$ cat config.mk
export PLATFORM = sky130hd
export DESIGN_NAME = ticket_vend_sequencer
export DESIGN_NICKNAME = d
export VERILOG_FILES = /design/src/rtl/ticket_vend_sequencer.sv
export SDC_FILE = /design/constraint.sdc
export NUM_CORES = 1
export LEC_CHECK = 0
export CORE_MARGIN = 10
export CORE_UTILIZATION = 40
export CTS_BUF_LIST = sky130_fd_sc_hd__clkbuf_4 sky130_fd_sc_hd__clkbuf_8 sky130_fd_sc_hd__clkbuf_16
export DETAILED_ROUTE_END_ITERATION = 12
export PLACE_DENSITY_LB_ADDON = 0.12
export SYNTH_ARGS = -nofsm -noshare
export SYNTH_HDL_FRONTEND = slang
export SYNTH_SLANG_ARGS = --single-unit
$ cat constraint.sdc
create_clock -name clk -period 2.8 [get_ports clk]
set_input_delay 0.56 -clock clk [delete_from_list [all_inputs] [get_ports clk]]
set_output_delay 0.56 -clock clk [all_outputs]
set_load 0.02 [all_outputs]
$ cat src/rtl/ticket_vend_sequencer.sv
// Ticket vending sequencer: collects coin credit, sells one ticket through the
// printer handshake, then returns change (or a full refund) through the hopper.
module ticket_vend_sequencer #(
  parameter int unsigned FARE_HOWRAH    = 5,
  parameter int unsigned FARE_MANIKARAN = 10,
  parameter int unsigned FARE_ESPLANADE = 15,
  parameter int unsigned CREDIT_W       = 6,
  parameter int unsigned MAX_CREDIT     = 40,
  parameter int unsigned TIMEOUT        = 255
) (
  input  logic                clk,
  input  logic                rst,
  input  logic                coin_valid,
  input  logic [4:0]          coin,
  input  logic [1:0]          choice,
  input  logic                cancel,
  output logic                coin_accept,
  output logic                coin_reject,
  output logic                tkt_req,
  output logic [1:0]          tkt_sel,
  input  logic                tkt_ack,
  output logic                pay_req,
  output logic [4:0]          pay_coin,
  input  logic                pay_ack,
  output logic [CREDIT_W-1:0] credit,
  output logic                busy
);

  localparam int unsigned CNT_W = $clog2(TIMEOUT + 1);

  typedef enum logic [1:0] {
    ST_IDLE    = 2'd0,
    ST_COLLECT = 2'd1,
    ST_ISSUE   = 2'd2,
    ST_PAYOUT  = 2'd3
  } state_t;

  state_t             state_r;
  logic [CNT_W-1:0]   idle_cnt_r;

  logic [CREDIT_W-1:0] fare_s;
  logic                choice_ok_s;
  logic                coin_ok_s;
  logic [CREDIT_W:0]   sum_s;
  logic [4:0]          pay_next_s;
  logic                timeout_s;

  // Fare lookup, coin legality/cap check and next payout coin selection.
  always_comb begin
    fare_s      = {CREDIT_W{1'b0}};
    sum_s       = (CREDIT_W+1)'(credit) + (CREDIT_W+1)'(coin);
    coin_ok_s   = 1'b0;
    choice_ok_s = 1'b0;
    pay_next_s  = 5'd5;
    timeout_s   = 1'b0;
    case (choice)
      2'b01:   fare_s = CREDIT_W'(FARE_HOWRAH);
      2'b10:   fare_s = CREDIT_W'(FARE_MANIKARAN);
      2'b11:   fare_s = CREDIT_W'(FARE_ESPLANADE);
      default: fare_s = {CREDIT_W{1'b0}};
    endcase
    if ((coin == 5'd5) || (coin == 5'd10) || (coin == 5'd20)) begin
      coin_ok_s = (sum_s <= (CREDIT_W+1)'(MAX_CREDIT));
    end else begin
      coin_ok_s = 1'b0;
    end
    if (choice != 2'b00) begin
      choice_ok_s = (credit >= fare_s);
    end else begin
      choice_ok_s = 1'b0;
    end
    if (credit >= CREDIT_W'(10)) begin
      pay_next_s = 5'd10;
    end else begin
      pay_next_s = 5'd5;
    end
    if (idle_cnt_r >= CNT_W'(TIMEOUT - 1)) begin
      timeout_s = 1'b1;
    end else begin
      timeout_s = 1'b0;
    end
  end

  // Sale sequencer: state, credit, idle counter and all registered outputs.
  always_ff @(posedge clk) begin
    if (rst) begin
      state_r     <= ST_IDLE;
      idle_cnt_r  <= {CNT_W{1'b0}};
      credit      <= {CREDIT_W{1'b0}};
      coin_accept <= 1'b0;
      coin_reject <= 1'b0;
      tkt_req     <= 1'b0;
      tkt_sel     <= 2'b00;
      pay_req     <= 1'b0;
      pay_coin    <= 5'd0;
      busy        <= 1'b0;
    end else begin
      coin_accept <= 1'b0;
      coin_reject <= 1'b0;
      case (state_r)
        ST_IDLE, ST_COLLECT: begin
          if (coin_valid) begin
            // A coin always wins over cancel/choice/timeout in this cycle.
            if (coin_ok_s) begin
              credit      <= sum_s[CREDIT_W-1:0];
              coin_accept <= 1'b1;
              state_r     <= ST_COLLECT;
              idle_cnt_r  <= {CNT_W{1'b0}};
            end else begin
              coin_reject <= 1'b1;
              if ((state_r == ST_COLLECT) && (idle_cnt_r < CNT_W'(TIMEOUT))) begin
                idle_cnt_r <= idle_cnt_r + CNT_W'(1);
              end
            end
          end else if (state_r == ST_COLLECT) begin
            if (cancel || (!choice_ok_s && timeout_s)) begin
              // Full refund; credit is nonzero in COLLECT.
              state_r    <= ST_PAYOUT;
              busy       <= 1'b1;
              pay_req    <= 1'b1;
              pay_coin   <= pay_next_s;
              idle_cnt_r <= {CNT_W{1'b0}};
            end else if (choice_ok_s) begin
              state_r    <= ST_ISSUE;
              busy       <= 1'b1;
              credit     <= credit - fare_s;
              tkt_sel    <= choice;
              tkt_req    <= 1'b1;
              idle_cnt_r <= {CNT_W{1'b0}};
            end else begin
              idle_cnt_r <= idle_cnt_r + CNT_W'(1);
            end
          end else begin
            idle_cnt_r <= {CNT_W{1'b0}};
          end
        end
        ST_ISSUE: begin
          if (coin_valid) begin
            coin_reject <= 1'b1;
          end
          if (tkt_ack) begin
            tkt_req <= 1'b0;
            if (credit != {CREDIT_W{1'b0}}) begin
              state_r  <= ST_PAYOUT;
              pay_req  <= 1'b1;
              pay_coin <= pay_next_s;
            end else begin
              state_r <= ST_IDLE;
              busy    <= 1'b0;
            end
          end
        end
        ST_PAYOUT: begin
          if (coin_valid) begin
            coin_reject <= 1'b1;
          end
          if (pay_req) begin
            if (pay_ack) begin
              credit  <= credit - CREDIT_W'(pay_coin);
              pay_req <= 1'b0;
            end
          end else if (credit != {CREDIT_W{1'b0}}) begin
            // pay_req has been low for one cycle; coin may change now.
            pay_req  <= 1'b1;
            pay_coin <= pay_next_s;
          end else begin
            state_r <= ST_IDLE;
            busy    <= 1'b0;
          end
        end
        default: begin
          state_r <= ST_IDLE;
          busy    <= 1'b0;
          tkt_req <= 1'b0;
          pay_req <= 1'b0;
        end
      endcase
    end
  end

endmodule

======== Word level (Yosys, flattened, before mapping) ========
Cells that the tools add are included.
storage, ports and cells
  bits of input ports ..................... 13
  register bits after elaboration ......... 28
  word-level logic and storage cells ...... 134
  output and inout port bits .............. 18
operators by class
  reduce and logical (&&, ||, !) cells .... 22
  order comparisons ....................... 5
  bitwise logic cells ..................... 3
  muxes and demuxes ....................... 63
  equal/unequal tests ..................... 27
  add/sub/neg operators ................... 4
operators by type and width
  cell                   count
  $mux W8                6
  $mux W6                7
  $mux W5                6
  $mux W1                26
  $ne A2 B2 Y1 const B   11
  $reduce_and A5 Y1      4
  $mux W2                9
  $ne A3 B3 Y1 const B   5
  $pmux W5 S3            1
  $pmux W4 S3            1
  $pmux W6 S2            1
  $reduce_and A6 Y1      2
  $add A8 B1 Y8 const B  1
  $eq A2 B2 Y1 const B   4
  $ge A8 B8 Y1 const B   1
  $lt A8 B8 Y1 const B   1
  $add A6 B5 Y7          1
  $le A7 B6 Y1 const B   1
  $reduce_and A7 Y1      1
  $ge A6 B4 Y1 const B   1
  $ge A6 B6 Y1           1
  $pmux W1 S3            2
  $pmux W2 S3            1
  $reduce_bool A2 Y1     3
  other kinds (19)       27

======== Depth between registers and ports, before layout ========
Gate-level depths: netlist (run 1).
  depth in word-level cells ............... 11
  mapped depth ............................ 11
  gate-level depth less buffers ........... 10

======== Worst setup path before layout (run 1) ========
Ideal clock, no wire load.
  path kind ............................... input-to-reg
  from .................................... input choice[0]
  to ...................................... register credit[0]
  arrival ................................. 2.586 ns
  setup time .............................. 0.067 ns
  cell stages on the path ................. 11
  path buffers ............................ 2
  setup slack ............................. 0.147 ns
  data required time ...................... 2.733 ns
  path through ............................ clkbuf_1 ha_1 fa_1 nand2b_1 a21oi_1 o22ai_1 o31ai_1 a31oi_2 buf_6 a211o_1 a21oi_2
on the way
  word-level cells in the longest chain between the ends .. 9
  elaborated cells between the ends (all ways) .. 19
  classes of those cells .................. 1 x add/sub; 1 x order compare; 5 x eq/ne; 7 x mux; 5 x reduce/logical
RTL lines
  what                                          line  source
  start: declaration                            15    input logic [1:0] choice,
  $eq A2 B2 Y1 or $eq A2 B1 Y1 (tied branches)  56    case (choice)
  $pmux W4 S3                                   56
  $ge A6 B6 Y1                                  68    choice_ok_s = (credit >= fare_s);
  $mux W1                                       67    if (choice != 2'b00) begin
  $logic_not A1 Y1                              116   if (cancel || (!choice_ok_s && timeout_s)) begin
  $logic_and A1 B1 Y1                           116
  $logic_or A1 B1 Y1                            116
  $ne A3 B3 Y1 (no line)                        --
  $reduce_and A7 Y1 (no line)                   --
  end signal: assignment                        105   credit <= sum_s[CREDIT_W-1:0];
  end signal: assignment                        126   credit <= credit - fare_s;
  end signal: assignment                        159   credit <= credit - CREDIT_W'(pay_coin);
  end: declaration                              25    output logic [CREDIT_W-1:0] credit,
Several ways; a longest one is shown, not always the timed one. The select of a mux whose other input is x is not followed.
A chain may end at the register's enable or synchronous reset.

======== Worst setup path after layout (run 1) ========
  from .................................... input coin[2]
  to ...................................... register credit[0]
on the way
  word-level cells in the longest chain between the ends .. 6
  elaborated cells between the ends (all ways) .. 10
  classes of those cells .................. 1 x add/sub; 1 x order compare; 4 x eq/ne; 1 x mux; 3 x reduce/logical
RTL lines
  what                                                                   line  source
  start: declaration                                                     14    input logic [4:0] coin,
  parallel branches: the longest is 3 deep, another holds $add A6 B5 Y7  --
  $mux W1 *                                                              62    if ((coin == 5'd5) || (coin == 5'd10) || (coin == 5'd20)) begin
  $ne A3 B3 Y1 (no line) *                                               --
  $reduce_and A7 Y1 (no line) *                                          --
  end signal: assignment                                                 89    credit <= {CREDIT_W{1'b0}};
  end signal: assignment                                                 105
  end signal: assignment                                                 126
Every way passes the cells marked *.

==> qor.txt, run 1 <==
Routability cong. = 0.823
Dominant synthesized flop cell = dfxtp_1
FFs w/ async S/R, synth = 0%
Initial antenna violation count = 0
Average wire per cell in the routed design = 15.4 um
Skew final = 0.00233 ns
Min Tclk post-route = 2.70 ns
Vias/cell = 5.35
1st-iter DRT viols = 65
Clock root buffer = clkbuf_8
Clk sink count = 25
Seq cells post-synth = 25
Fin worst setup slack = 0.0971 ns
P&R area growth vs syn = 46.4%
First-pass DRT Iterations = 4
Most frequent cells in the layout = buf_4 (51), nor2_1 (30), dfxtp_1 (25), clkdlybuf4s50_1 (25), nand2_1 (20)
Number of flops mapped to enable cells by yosys = 0
Remaining antenna violation count after routing = 0
Commonest non-fill, non-tap cell in the layout = buf_4
Largest net degree at the start of global routing = 17
Flop pwr share = 39.2%
Placement Setup Slack = -0.497 ns
H-tree Lvls = 1
Layout cells sized above 1 = 26.2%
CTS Buf Count = 3
Max_cap viols = 0
Starting Density = 40.8%
Drt drc = 0
Core ar. = 5040 um^2
Total die area = 8420 um^2
Count of different cell masters after synthesis = 54
Internal Power = 0.655 mW
Vias post-DR = 2209
CTS max path bufs = 2
Relative slew slack = 59.7%
HPWL after DPL = 4.64 mm
Fin crit share = 96.5%
Gr usage total = 14.9%
Core Rows = 26
CTS tree = yes
Crit end category = flip-flop
Clock power share = 23.6%
CP required = 3.00 ns
Post-CTS Hold Buffers = 0
# IOs = 31
R2R setup slack = 0.22 ns
Mean Syn Cell Area = 7.74 um^2
Antenna fix cells = 0
Crit path DAT = 2.90 ns
Hold_ws = 0.469 ns
Final hold vios = 0
Worst VDD drop = 0.235 mV
Min-Delay Path Class = flip-flop to flip-flop
Sequential area share after synthesis = 24.3%
Setup CP Type = input port to flip-flop
F_max = 370 MHz
Grt ovf = 0
PortBufs = 29
Synth Net Count = 297
Measured slew at the worst slew-check pin = 0.602 ns
Clk Latency, worst-skew pair = 0.27 ns
PwrDens = 325 nW/um^2
Final WL = 6.36 mm
Nets@finish = 375
Gate power share = 37.2%
First-pass GRT wire length = 10.7 mm
Final setup viols = 0
Die span in y = 91.8 um
CP startpoint kind = input port
Clock slew at reported path FFs = 0.09 ns
Number of global-route vias before repair = 2193
Outcome = completed
Pins Over Slew Limit = 0
Synthesized area = 2060 um^2
Yosys warns = 0
Die width = 91.8 um
Leak = 1.17 nW
Net switching share of the total power = 33.1%
Syn Inst Count = 266
Net Switching = 0.324 mW
Max FO, Critical Path = 7
RSZ-0062 raised after global routing = no
power by group through the flow:
stage	Combinational [mW]	Sequential, mW	Clock, mW
2_1_floorplan	0.173	0.396	0
3_3_place_gp	0.303	0.392	0
3_5_place_dp	0.303	0.392	0
4_1_cts	0.352	0.384	0.239
5_1_grt	0.401	0.387	0.253
6_report	0.364	0.384	0.231
flip-flops by register name, summed over array words and instances (netlist names):
name / count
credit: 6
state_r: 2
tkt_sel: 2
coin_reject: 1
pay_coin: 2
tkt_req: 1
pay_req: 1
coin_accept: 1
busy: 1
idle_cnt_r: 8
logic make-up (layout without fill, tap and decap cells):
kind of cell / after synthesis / after routing / share of synthesized area (%)
AO/OA/AOI/OAI: 77 / 78 / 26.6
multiplexers: 4 / 4 / 1.94
flip-flops: 25 / 25 / 24.3
AND/OR/NAND/NOR: 109 / 110 / 26.4
adder cells (fa/ha/maj): 18 / 18 / 12.0
XOR/XNOR: 5 / 5 / 2.13
buffers and inverters: 27 / 102 / 6.38
other: 1 / 1 / 0.182
layout make-up:
cell class	instances	area, um^2
fillers	466	2030
multi-input cells	216	1610
repair buffers	84	721
flip-flops and latches	25	500
well taps	70	87.6
inverters	14	52.6
clock buffers	4	48.8
final timing paths:
check | end | from | depth (start not counted)
worst max register to register | credit[0]$_SDFFE_PP0P_ | credit[0]$_SDFFE_PP0P_ | 12
worst min-delay path | busy$_SDFFE_PP0P_ | busy$_SDFFE_PP0P_ | 2
worst max-delay path | credit[0]$_SDFFE_PP0P_ | coin[2] | 11
worst min register to register | busy$_SDFFE_PP0P_ | busy$_SDFFE_PP0P_ | 2
worst max-delay path, cell delays in order:
cell and delay, ns:
clkdlybuf4s50_1 0.44, ha_1 0.27, buf_4 0.15, nor2_1 0.16, a211oi_1 0.10, buf_4 0.14
a221oi_4 0.32, a31oi_4 0.21, buf_6 0.16, a211o_1 0.27, a21oi_2 0.13
metrics by stage:
step           cells  total power [mW]  util [%]  TNS, ns  area (um^2)
3_3_place_gp     396             0.695      53.3    -5.90         2690
2_1_floorplan    266             0.569         -        0         2060
3_5_place_dp     396             0.695      53.3    -7.18         2690
4_1_cts          412             0.974      58.3        0         2940
6_report         413             0.980      59.8        0         3020
5_1_grt          413              1.04      59.8        0         3020
routing by layer:
| metal | track usage [%] | vias up | part of all wire, % |
|---|---|---|---|
| li1 | - | 1141 | - |
| met1 | 18.8 | 1013 | 46 |
| met2 | 25.8 | 47 | 49 |
| met3 | 3.75 | 8 | 4.0 |
| met4 | 1.80 | 0 | 1.5 |
| met5 | 0 | - | 0 |
synth_stat cells (all sizes together), types with 2 or more instances:
cell type / n / area, um^2
a31oi: 9 / 62.6
dfxtp: 25 / 500
or3: 3 / 18.8
xor2: 4 / 35.0
o21bai: 3 / 26.3
a21boi: 2 / 15.0
nor2: 31 / 124
nand3: 16 / 80.1
clkbuf: 6 / 22.5
nor3: 11 / 55.1
nand4: 4 / 25.0
o21a: 2 / 15.0
o21ai: 19 / 95.1
o211ai: 6 / 50.1
a21oi: 13 / 68.8
nand2b: 2 / 12.5
a211oi: 7 / 52.6
and3: 2 / 12.5
mux2i: 4 / 40.0
o221ai: 2 / 23.8
inv: 14 / 52.6
fa: 3 / 60.1
nand4b: 2 / 17.5
a31o: 2 / 17.5
nand2: 21 / 78.8
o31ai: 2 / 15.0
nor2b: 5 / 31.3
nand3b: 5 / 37.5
buf: 7 / 56.3
nor4: 3 / 18.8
and2: 2 / 12.5
ha: 15 / 188
what timing repair did:
item / CTS / global route
resized for setup: 21 / 12
setup endpoints to repair: 15 / 15
endpoints found under the hold margin: 0 / 0
cloned: 2 / 0
setup buffers: 10 / 1
pin swaps: 12 / 6
(Power assumes the default switching activity.)
==> run 2: changes to the inputs <==
--- a/config.mk
+++ b/config.mk
@@ -8,6 +8,7 @@
 export CORE_MARGIN = 10
 export CORE_UTILIZATION = 40
 export CTS_BUF_LIST = sky130_fd_sc_hd__clkbuf_4 sky130_fd_sc_hd__clkbuf_8 sky130_fd_sc_hd__clkbuf_16
+export CTS_CLUSTER_SIZE = 12
 export DETAILED_ROUTE_END_ITERATION = 12
 export PLACE_DENSITY_LB_ADDON = 0.12
 export SYNTH_ARGS = -nofsm -noshare
==> results of run 2 <==
The final DEF is identical to that of run 1; final timing and power are the same.
==> run 3: changes to the inputs <==
--- a/config.mk
+++ b/config.mk
@@ -11,6 +11,7 @@
 export CTS_CLUSTER_SIZE = 12
 export DETAILED_ROUTE_END_ITERATION = 12
 export PLACE_DENSITY_LB_ADDON = 0.12
+export RECOVER_POWER = 25
 export SYNTH_ARGS = -nofsm -noshare
 export SYNTH_HDL_FRONTEND = slang
 export SYNTH_SLANG_ARGS = --single-unit
==> run 3 against run 2 <==
  * First-iteration DRC count is the same
  * Clock skew about the same
  * Hold slack worse by 0.0030 ns
  * Global-route usage unchanged
  * Routed wire length grew 0.27%
==> qor.txt, run 3 (synthesized netlist as in run 1, its figures left out) <==
Leak = 1.21 nW
Net Switching = 0.325 mW
CP startpoint kind = input port
Vias/cell = 5.39
Min-Delay Path Class = flip-flop to flip-flop
P&R area growth vs syn = 46.4%
Worst path cell trace = clkdlybuf4s50_1 > ha_1 > buf_4 > nor2_1 > a211oi_1 > buf_4 > a221oi_4 > a31oi_4 > buf_6 > a211o_1 > a21oi_2
Gate power share = 37.0%
CTS Buf Count = 3
CP required = 3.00 ns
Measured slew at the worst slew-check pin = 0.599 ns
H-tree Lvls = 1
Clock root buffer = clkbuf_8
Largest register FFs = 8
Initial antenna violation count = 0
Drt drc = 0
Core Rows = 26
R2R depth = 12
Routability cong. = 0.823
Most frequent cells in the layout = buf_4 (51), nor2_1 (30), dfxtp_1 (25)
Min Tclk post-route = 2.70 ns
Flop pwr share = 39.3%
Worst VDD drop = 0.235 mV
R2R setup slack = 0.23 ns
Crit-path max cell delay = 0.44 ns
HP Start = busy$_SDFFE_PP0P_
Final hold vios = 0
Fillers = 466
Fin worst setup slack = 0.0985 ns
Clock slew at reported path FFs = 0.09 ns
Clock power share = 23.8%
1st-iter DRT viols = 65
Internal Power = 0.654 mW
Cell area after layout = 3020 um^2
Fin crit share = 96.5%
Slowest cell on crit path = clkdlybuf4s50_1
Crit end category = flip-flop
Gr usage total = 14.9%
Clk sink count = 25
Commonest non-fill, non-tap cell in the layout = buf_4
Remaining antenna violation count after routing = 0
PortBufs = 29
Number of global-route vias before repair = 2193
Largest net degree at the start of global routing = 17
CP bufs+invs = 4
Finished Core Util = 59.8%
Antenna fix cells = 0
FF-to-FF Start = credit[0]$_SDFFE_PP0P_
First-pass GRT wire length = 10.7 mm
Largest delay share family, worst path = compound AO/OA/AOI/OAI gates
Grt ovf = 0
WHS Path Cells = 2
Die width = 91.8 um
WL met2 = 3.10 mm
RSZ-0062 raised after global routing = no
HPWL after DPL = 4.64 mm
Biggest regs = idle_cnt_r x8, credit x6
WHS Endpoint = busy$_SDFFE_PP0P_
Top reg by flops = idle_cnt_r
Setup CP Type = input port to flip-flop
Average wire per cell in the routed design = 15.4 um
Area of the multi-input gates = 1610 um^2
Final WL = 6.38 mm
M1 wire length = 2.88 mm
Pins Over Slew Limit = 0
Nets@finish = 375
Worst R2R End = credit[0]$_SDFFE_PP0P_
Placement Setup Slack = -0.497 ns
First-pass DRT Iterations = 4
Outcome = completed
Vias post-DR = 2227
Total die area = 8420 um^2
Area after DPL = 2690 um^2
Die span in y = 91.8 um
Relative slew slack = 59.9%
Final setup viols = 0
# IOs = 31
PwrDens = 325 nW/um^2
Crit path DAT = 2.90 ns
Net switching share of the total power = 33.2%
Layout cells sized above 1 = 26.2%
Max FO, Critical Path = 7
Starting Density = 40.8%
Clk Latency, worst-skew pair = 0.27 ns
CTS tree = yes
Top sig layer = met4
Register Area = 500 um^2
F_max = 370 MHz
Core ar. = 5040 um^2
Final Power = 0.979 mW
Max_cap viols = 0
CTS max path bufs = 2
Most numerous cell on the critical path = buf_4
Met3 routed WL = 273 um
Skew final = 0.00218 ns
## run 3: cell types whose count changed in the layout (fill, tap and decap cells not counted), sizes merged
cell | previous run | this run
clkdlybuf4s50 | 25 | 15
dlygate4sd3 | 0 | 10
## run 3: per-stage QoR
step	hold WS [ns]	setup TNS [ns]	std cells
after global routing	0.516	0	413
after CTS	0.471	0	412
final	0.466	0	413
after global placement	0.450	-5.90	396
after floorplan	0.490	0	266
after detailed placement	0.457	-7.18	396
## run 3: timing repair
action | in CTS | in global routing
hold endpoints to repair | 0 | 0
gates cloned | 2 | 0
setup buffers | 10 | 1
resized for setup | 21 | 12
setup endpoints to repair | 15 | 15
pin swaps | 12 | 6
hold buffers | 0 | 0
## run 3: final cells by class
class | count | area share (%)
multi-input combinational | 216 | 53.2
timing repair buffer | 84 | 23.9
sequential | 25 | 16.6
tap | 70 | 2.90
inverter | 14 | 1.74
clock buffer | 4 | 1.62
## run 3: worst max-delay path by stage
stage	slack [ns]	cells past startpoint	to	from
2_1_floorplan	0.15	11	credit[0]$_SDFFE_PP0P_	choice[0]
3_3_place_gp	-0.44	12	credit[2]$_SDFFE_PP0P_	coin[0]
3_5_place_dp	-0.50	12	credit[2]$_SDFFE_PP0P_	coin[0]
4_1_cts	0.0006	11	credit[0]$_SDFFE_PP0P_	coin[1]
5_1_grt	0.02	11	credit[0]$_SDFFE_PP0P_	coin[2]
6_report	0.1	11	credit[0]$_SDFFE_PP0P_	coin[2]
## run 3: power by group through the flow
stage	combinational, mW	clock (mW)	sequential (mW)
2_1_floorplan	0.173	0	0.396
3_3_place_gp	0.303	0	0.392
3_5_place_dp	0.303	0	0.392
4_1_cts	0.352	0.239	0.384
5_1_grt	0.399	0.253	0.386
6_report	0.362	0.233	0.384
## run 3: worst reg2reg max path: stages (launching register included)
cell and delay [ns]:
dfxtp_1 0.38, buf_4 0.14, ha_2 0.16, inv_1 0.05, fa_2 0.36, xor2_2 0.19, nand3b_1 0.10, and3_4 0.21
o211ai_4 0.19, a31oi_4 0.17, buf_6 0.16, a211o_1 0.27, a21oi_2 0.13
## run 3: per-layer routing
| layer | vias up | GRT usage, % |
|---|---|---|
| li1 | 1142 | - |
| met1 | 1018 | 18.8 |
| met2 | 57 | 25.8 |
| met3 | 10 | 3.75 |
| met4 | 0 | 1.80 |
| met5 | - | 0 |
==> variant: new RTL, config.mk and constraints of run 3 <==
The parameter `TIMEOUT` goes from 255 to 510.
--- a/src/rtl/ticket_vend_sequencer.sv
+++ b/src/rtl/ticket_vend_sequencer.sv
@@ -6,7 +6,7 @@
   parameter int unsigned FARE_ESPLANADE = 15,
   parameter int unsigned CREDIT_W       = 6,
   parameter int unsigned MAX_CREDIT     = 40,
-  parameter int unsigned TIMEOUT        = 255
+  parameter int unsigned TIMEOUT        = 510
 ) (
   input  logic                clk,
   input  logic                rst,
Function: no difference found for any inputs over 4 cycles, from zero or initial values and one cycle with rst high; that may be too few to reach the edited logic, so the function may still have changed.
==> variant against run 3 <==
Die area grew 7.8%; final area grew 8.0%; sequential cell count grew 1; total power grew 4.7%; synthesized area grew 10%; combinational power shrank 14%; critical endpoint is now idle_cnt_r[8]$_SDFFE_PP0P_; worst setup slack gained 0.016 ns; highest routed layer unchanged; global-route usage is essentially flat; clock skew grew 0.0049 ns; routed wire length grew 5.8%; critical path depth grew 2.
==> variant: results (changes against run 3) <==
[status]
status=complete, no violations

[route]
wl_met1_um=3210  ; +12%
routed_wl_um=6740  ; +5.8%
wl_met2_um=3140  ; +1.3%
wl_met3_um=299  ; +9.5%
dr_total_vias=2368  ; +6.3%

[layout]
n_fill_cell=485  ; +4.1%
reg_top3=idle_cnt_r: 9 flops, credit: 6 flops
drive_gt1_share_pct=28.6  ; +2.4 points

[global_route]
use_met1_pct=19.3  ; +0.57 points
grt_usage_pct=14.9  ; -0.023 points
grt_pass1_vias=2258  ; +3.0%
grtUsageMet2_pct=24.3  ; -1.6 points
grt_max_degree=19  ; +2

[power_and_ir_drop]
ir_drop_uv=202  ; -14%
powerDensity_nw_per_um2=315  ; -3.1%
pg_clk_mw=0.325  ; +39%

[clock_network]
post_cts_buffers=3  ; -7

[worst_setup_path]
cp_max_fo=6  ; -1
cpMaxStageDelayCell=or3_4
critPathMaxStageDelay_ns=0.39  ; -0.05 ns

[placed_design]
gp_congestion=0.853  ; +3.5%
post-place-ws_ns=-0.580  ; -0.0823 ns
dp.cells=425  ; +7.3%

[logic_synthesis]
synthDistinctLibCells=64  ; +19%
synth_xor_area_share_pct=1.55  ; -0.58 points
synth_compound_area_share_pct=30.7  ; +4.1 points
synthMuxAreaShare_pct=5.47  ; +3.5 points
ys_seq_area_share_pct=23.0  ; -1.3 points
synth_top_cells_by_area=dfxtp_1 (23%), ha_1 (8.3%), mux2i_1 (4.0%)
synth_fa_ha_area_share_pct=10.9  ; -1.1 points

[timing]
finClkSkew_ns=0.00706  ; +0.00487 ns

[variant: cell count changes after synthesis, sizes merged, moves of 4 or more]
cell	delta
inv	+10
a31oi	-8
nor2	-7
nor3	-6
o22ai	+6
mux2i	+5
nand2	-4
o21a	+4
o31ai	+4
[variant: worst paths after layout]
kind              slack, ns  cells after the start                    endpoint              startpoint
hold reg to reg        0.50                      2           busy$_SDFFE_PP0P_       busy$_SDFFE_PP0P_
setup reg to reg       0.13                     12  idle_cnt_r[8]$_SDFFE_PP0P_  credit[0]$_SDFFE_PP0P_
hold / removal         0.50                      2           busy$_SDFFE_PP0P_       busy$_SDFFE_PP0P_
setup / recovery       0.11                     13  idle_cnt_r[8]$_SDFFE_PP0P_                 coin[0]
[variant: final cells by class]
type	instances	area [µm²]	share of cell area, %
Sequential cell	26	523	16.1
Tap cell	72	90.1	2.76
Timing Repair Buffer	91	758	23.3
Clock buffer	3	41.3	1.27
Inverter	24	90.1	2.76
Clock inverter	1	30.0	0.922
Multi-Input combinational cell	215	1730	53.0
